## config.mk

```make
export PLATFORM = sky130hd
export DESIGN_NAME = match_controller
export DESIGN_NICKNAME = d
export VERILOG_FILES = /design/src/rtl/match_controller.sv
export SDC_FILE = /design/constraint.sdc
export NUM_CORES = 1
export LEC_CHECK = 0
export ABC_AREA = 1
export BUFFER_PORTS_ARGS = -buffer_cell sky130_fd_sc_hd__buf_4
export CAP_MARGIN = 15
export CORE_MARGIN = 4
export CORE_UTILIZATION = 55
export CTS_BUF_LIST = sky130_fd_sc_hd__clkbuf_4
export DETAILED_ROUTE_END_ITERATION = 10
export PLACE_DENSITY = 0.89
export SYNTH_ARGS = -nofsm -noshare
export SYNTH_HDL_FRONTEND = slang
export SYNTH_SLANG_ARGS = --single-unit
```

## constraint.sdc

```tcl
create_clock -name slow_clock -period 2.4 [get_ports slow_clock]
set_input_delay 0.48 -clock slow_clock [delete_from_list [all_inputs] [get_ports slow_clock]]
set_output_delay 0.48 -clock slow_clock [all_outputs]
set_load 0.05 [all_outputs]
```

## src/rtl/match_controller.sv

```systemverilog
// match_controller: sequences the card-dealing state machine through a
// best-of-N match. It holds the dealer in reset between rounds, releases it
// to play, tallies round results from the two win lights, and declares the
// match winner. Supports pause at round boundaries, abort, and a watchdog
// fault for rounds that never produce a result.
module match_controller #(
    parameter int CW         = 4,
    parameter int WIN_TARGET = 5,
    parameter int MAX_ROUNDS = 9,
    parameter int TIMEOUT    = 12
) (
    input  logic          slow_clock,
    input  logic          resetb,
    input  logic          start,
    input  logic          pause,
    input  logic          abort,
    input  logic          player_win_light,
    input  logic          dealer_win_light,
    output logic          sm_resetb,
    output logic [CW-1:0] player_tally,
    output logic [CW-1:0] dealer_tally,
    output logic [CW-1:0] tie_tally,
    output logic [CW-1:0] round_count,
    output logic          match_over,
    output logic          match_player_win,
    output logic          match_dealer_win,
    output logic          fault
);

    localparam int TW = $clog2(TIMEOUT + 1);

    typedef enum logic [2:0] {
        IDLE,
        ARM,
        PLAY,
        HOLD,
        DONE,
        FAULT
    } state_t;

    state_t          state;
    logic            start_q;
    logic [TW-1:0]   tmo_count;

    logic            start_rise;
    logic            strobe;
    logic            is_player;
    logic            is_dealer;
    logic            is_tie;
    logic [CW-1:0]   p_next;
    logic [CW-1:0]   d_next;
    logic [CW-1:0]   t_next;
    logic [CW-1:0]   r_next;
    logic            match_end;

    assign start_rise = start & ~start_q;
    assign strobe     = player_win_light | dealer_win_light;
    assign is_tie     = player_win_light & dealer_win_light;
    assign is_player  = player_win_light & ~dealer_win_light;
    assign is_dealer  = dealer_win_light & ~player_win_light;

    // Post-increment tally values for the round being reported this cycle,
    // so the end-of-match decision sees the counts including this round.
    always_comb begin
        p_next    = player_tally + {{(CW-1){1'b0}}, is_player};
        d_next    = dealer_tally + {{(CW-1){1'b0}}, is_dealer};
        t_next    = tie_tally + {{(CW-1){1'b0}}, is_tie};
        r_next    = round_count + {{(CW-1){1'b0}}, 1'b1};
        match_end = (p_next == CW'(WIN_TARGET)) ||
                    (d_next == CW'(WIN_TARGET)) ||
                    (r_next == CW'(MAX_ROUNDS));
    end

    // Match sequencer: state, counters and all registered outputs.
    always_ff @(posedge slow_clock or negedge resetb) begin
        if (!resetb) begin
            state            <= IDLE;
            start_q          <= 1'b0;
            tmo_count        <= '0;
            sm_resetb        <= 1'b0;
            player_tally     <= '0;
            dealer_tally     <= '0;
            tie_tally        <= '0;
            round_count      <= '0;
            match_over       <= 1'b0;
            match_player_win <= 1'b0;
            match_dealer_win <= 1'b0;
            fault            <= 1'b0;
        end else begin
            start_q <= start;
            if (abort) begin
                state            <= IDLE;
                tmo_count        <= '0;
                sm_resetb        <= 1'b0;
                player_tally     <= '0;
                dealer_tally     <= '0;
                tie_tally        <= '0;
                round_count      <= '0;
                match_over       <= 1'b0;
                match_player_win <= 1'b0;
                match_dealer_win <= 1'b0;
                fault            <= 1'b0;
            end else begin
                case (state)
                    IDLE, DONE, FAULT: begin
                        if (start_rise) begin
                            state            <= ARM;
                            sm_resetb        <= 1'b1;
                            player_tally     <= '0;
                            dealer_tally     <= '0;
                            tie_tally        <= '0;
                            round_count      <= '0;
                            match_over       <= 1'b0;
                            match_player_win <= 1'b0;
                            match_dealer_win <= 1'b0;
                            fault            <= 1'b0;
                        end
                    end
                    ARM: begin
                        state     <= PLAY;
                        sm_resetb <= 1'b1;
                        tmo_count <= '0;
                    end
                    PLAY: begin
                        if (strobe) begin
                            player_tally <= p_next;
                            dealer_tally <= d_next;
                            tie_tally    <= t_next;
                            round_count  <= r_next;
                            tmo_count    <= '0;
                            if (match_end) begin
                                state            <= DONE;
                                sm_resetb        <= 1'b0;
                                match_over       <= 1'b1;
                                match_player_win <= (p_next >= d_next);
                                match_dealer_win <= (d_next >= p_next);
                            end else if (pause) begin
                                state     <= HOLD;
                                sm_resetb <= 1'b0;
                            end
                        end else if (tmo_count == TW'(TIMEOUT - 1)) begin
                            state     <= FAULT;
                            sm_resetb <= 1'b0;
                            fault     <= 1'b1;
                            tmo_count <= TW'(TIMEOUT);
                        end else begin
                            tmo_count <= tmo_count + {{(TW-1){1'b0}}, 1'b1};
                        end
                    end
                    HOLD: begin
                        if (!pause) begin
                            state     <= ARM;
                            sm_resetb <= 1'b1;
                        end
                    end
                    default: begin
                        state     <= IDLE;
                        sm_resetb <= 1'b0;
                    end
                endcase
            end
        end
    end

endmodule

```

-- Word-level counts from Yosys, hierarchy flattened
Index checks and enable logic that the tools add are counted.
- bitwise gates (word level): 8
- $lt $le $gt $ge: 2
- $add $sub $neg: 5
- reduce and logical (&&, ||, !) cells: 10
- mux-type cells: 50
- eq/ne operators: 17
- operators with widths (kind ; number):
    2-to-1 mux 4 bit ; 12
    one-hot mux 4 bit (2 select lines) ; 5
    2-to-1 mux 3 bit ; 7
    2-to-1 mux 1 bit ; 20
    inequality test 3 bit, second input constant ; 6
    adder 4 x 1 -> 4 bit ; 3
    one-hot mux 3 bit (4 select lines) ; 1
    AND reduction 4 bit ; 3
    adder 4 x 1 -> 4 bit, second input constant ; 2
    == test 4 x 3 -> 1 bit, second input constant ; 2
    == test 4 bit, second input constant ; 2
    >= comparator 4 bit ; 2
    one-hot mux 1 bit (2 select lines) ; 4
    == test 3 x 2 -> 1 bit, second input constant ; 2
    == test 3 bit, second input constant ; 2
    nonzero test 3 bit ; 2
    inequality test 5 bit, second input constant ; 1
    AND 1 bit ; 4
    inequality test 4 bit, second input constant ; 1
    one-hot mux 1 bit (4 select lines) ; 1
    == test 3 x 1 -> 1 bit, second input constant ; 1
    logical NOT 3 bit ; 1
    NOT 1 bit ; 3
    AND reduction 3 bit ; 1
    3 further kinds ; 4
- register bits after elaboration: 29
- word-level logic and storage cells: 104
- output and inout port bits: 21
- input bits: 7

-- Longest topological paths before layout
- word-level depth: 10
- mapped depth: 16

-- Worst setup path before layout
No wires, ideal clock.
- kind: register to register
- start point: register player_tally[0]
- end point: register match_dealer_win
- library setup time: 126 ps
- arrival: 1957 ps
- data required time: 2274 ps
- setup slack: 316 ps
- clock period less this slack: 2084 ps
- stages on the path, launching flop included: 11
- path through: dfrtp_1 > ha_1 > ha_1 > inv_1 > ha_1 > inv_1 > nor2_1 > o21ai_0 > nand3_1 > nand3_1 > o21ai_0
- longest elaborated chain between the ends: 6
- elaborated cells on any way between the ends: 11
- those cells by class: add/sub: 1; order compare: 1; eq/ne: 2; mux: 4; reduce/logical: 3
- ends and longest elaborated chain (item ; RTL line ; RTL):
    start: declaration ; 20 ; output logic [CW-1:0] player_tally,
    start signal: assignment ; 126 ; player_tally <= p_next;
    adder 4 x 1 -> 4 bit * ; 65 ; p_next = player_tally + {{(CW-1){1'b0}}, is_player};
    >= comparator 4 bit or == test 4 x 3 -> 1 bit (tied branches) ; 136, 69 ;
    2-to-1 mux 1 bit or logical OR 1 bit (tied branches) ; 131, 69 ;
    2-to-1 mux 1 bit or logical OR 1 bit (tied branches) ; 125, 70 ;
    one-hot mux 1 bit (2 select lines) or inequality test 3 bit (tied branches) ; -- ;
    2-to-1 mux 1 bit or AND reduction 4 bit (tied branches) ; -- ;
    end signal: assignment ; 136 ; match_dealer_win <= (d_next >= p_next);
    end: declaration ; 26 ; output logic match_dealer_win,
Every way passes the cells marked *; elsewhere a longest branch is shown, timed or not. The select of a mux whose other input is x is not followed.
A chain may end at the register's enable or synchronous reset.

-- Final worst setup path
Same ends and word-level chain as after synthesis.

==> reports/qor.csv <==
metric,value,unit
r2r-start,player_tally[0],
start_util,57.62,%
io_buffers,27,
clk_path_buf_depth,2,
path_clk_slew,0.09,ns
p_leak,1.127,nW
fillerInstances,264,
period_minus_slack,2.049,ns
status,completed,
die_h,64.56,µm
ys_warn_count,0,
cts_tree,yes,
final_util,67.42,%
critPathMaxFanout,3,
rsz0062_at_grt,no,
holdBufCountCts,0,
cp.arrival,2.27,ns
synthTopCellsByCount,"55 x nand2_1, 37 x inv_1, 29 x dfrtp_1",
synth_top_area_share,41.25,%
hold_viol,0,
synth_ff_type,dfrtp_1,
routabilityCongestion,0.8475,
crit_path_start,player_tally[0],
busiest_layer,met2,
fin_skew,0.007758,ns
grt_pass1_vias,1546,
finalMaxSlewViolations,0,
multi_input_area,868.3,µm²
syn_nets,249,
period_share,85.39,%
synth-edff-count,0,
boundaryPins,28,
syn-mean-instance-area,7.682,µm²
grt_max_degree,30,
antenna_found_initial,0,
grt_pass1_wl,6.665,mm
end_kind,register,
worst_setup_path_start_kind,register,
async_flop_share,100.0,%
cts_root_buf,clkbuf_4,
grtUsageMet1,25.47,%
die_w,64.56,µm
firstDrtPassIters,4,
cts_buffers,5,
layout-drive-gt1-share,16.73,%
use_met3,3.293,%
seq_area,725.7,µm²
nets,282,
drt-total-wl,3.785,mm
ys_seq_area_share,41.25,%
cpMostUsedCell,ha_1,
hp-class,input pin to asynchronous set/reset pin,
postRouteAntennaNets,0,
slowest_delay,0.41,ns
synth_most_common_cell,nand2_1,
cts_resized,0,
yosysTopAreaCell,dfrtp_1,
met2_usage,34.02,%
routed_via_density,5.251,
drc_errors,0,
synth_seq_cells,29,
powerDensity,715.5,mW/mm²
grtUsageTotal,20.47,%
rows,20,
htreeDepth,2,
path_cells,"ha_1, ha_1, inv_1, ha_1, inv_1, nor2_1, o21ai_0, nand3_1, nand3_1, o21ai_0",
cts_sinks,29,
syn_area,0.001759,mm²
grt_overflow,0,
die-area,0.004167,mm²
hpwl,2.857,mm
insertion_delay,0.34,ns
worst_path_max_delay_cell,dfrtp_1,
maxCapViolCount,0,
setup_viol,0,
vias,1612,
fin_tns_setup,0,ns
drtIter0Drc,94,
synthDistinctLibCells,30,
ir_drop,0.3883,mV
avgRoutedWirePerCell,12.33,µm
fmaxAchievable,488.0,MHz
synthTopCellsByArea,"dfrtp_1 41%, nand2_1 12%, ha_1 9.2%",
worst_slew_pin_slew,0.3781,ns
syn_inst,229,
antenna_cells,0,
area_delta_synth_final,17.00,%
coreArea,0.003053,mm²
path_class,register to register,
post_cts_buffers,0,
cp.required,2.62,ns
slew_headroom,74.80,%
power by group:
part	internal (W)	switching (W)
clock network	0.000105	0.000173
registers	0.000534	0.0000517
logic	0.000176	0.000432
layout make-up:
cell class,instances,share of cell area (%)
clock buffers,5,1.824
inverters,39,7.234
repair buffers,28,10.21
flip-flops and latches,29,35.26
multi-input cells,159,42.19
well taps,44,2.675
clock inverters,3,0.6079
flip-flops by register name (all words and copies together) (netlist names):
register	cells
dealer_tally	4
fault	1
match_dealer_win	1
match_over	1
match_player_win	1
player_tally	4
round_count	4
sm_resetb	1
start_q	1
state	3
tie_tally	4
tmo_count	4
placed cells by master, fill, tap and decap left out, types with 2 or more instances in the layout:
cell,synthesis,layout
a21oi_1,7,7
and3_1,2,2
buf_4,0,28
clkbuf_4,0,5
clkinv_1,0,2
dfrtp_1,29,29
ha_1,13,13
inv_1,37,37
nand2_1,55,55
nand2_2,2,2
nand3_1,23,23
nand4_1,4,4
nor2_1,20,20
nor3_1,2,2
o21ai_0,13,13
o22ai_1,5,5
path summary, 6_finish.rpt:
check	endpoint	slack, ns	cells past startpoint
max	match_dealer_win	0.35	10
min in group slow_clock	start_q	0.25	1
min reg2reg	sm_resetb	0.48	2
max reg2reg	match_dealer_win	0.35	10
min	dealer_tally[0]	0.04	1
max in group asynchronous	tmo_count[3]	2.07	1
metrics by stage:
| stage | power [W] | hold slack [ns] | area (µm²) | std cells | setup WS [ns] |
|---|---|---|---|---|---|
| final | 0.001473 | 0.03868 | 2058 | 307 | 0.3506 |
| after detailed placement | 0.001200 | 0.4239 | 2008 | 299 | 0.1711 |
| after floorplan | 0.001056 | 0.1844 | 1759 | 229 | 0.3164 |
| after global routing | 0.001576 | 0.06764 | 2058 | 307 | 0.2126 |
| after CTS | 0.001482 | 0.04824 | 2058 | 307 | 0.3587 |
| after global placement | 0.001180 | 0.4260 | 2008 | 299 | 0.2358 |
cell families after synthesis:
family          after synthesis  share of synthesized area, %
simple gates                115                         30.09
buf+inv                      41                         9.388
compound gates               30                         9.531
flops                        29                         41.25
fa+ha+maj                    13                         9.246
xor+xnor                      1                        0.4980
worst max-delay path: cells and delay by family, from the launching register on:
kind / cells / cell delay [ns]
DFF: 1 / 0.41
buffers and inverters: 2 / 0.12
adders and majority gates: 3 / 0.82
AOI/OAI and AO/OA: 2 / 0.33
and+or+nand+nor: 3 / 0.25
layer usage:
| layer | wire, µm | part of all wire (%) |
|---|---|---|
| met5 | 0 | 0 |
| met4 | 90 | 2.4 |
| met3 | 219 | 5.8 |
| met2 | 1867 | 49 |
| met1 | 1607 | 42 |
(Power assumes the default switching activity.)
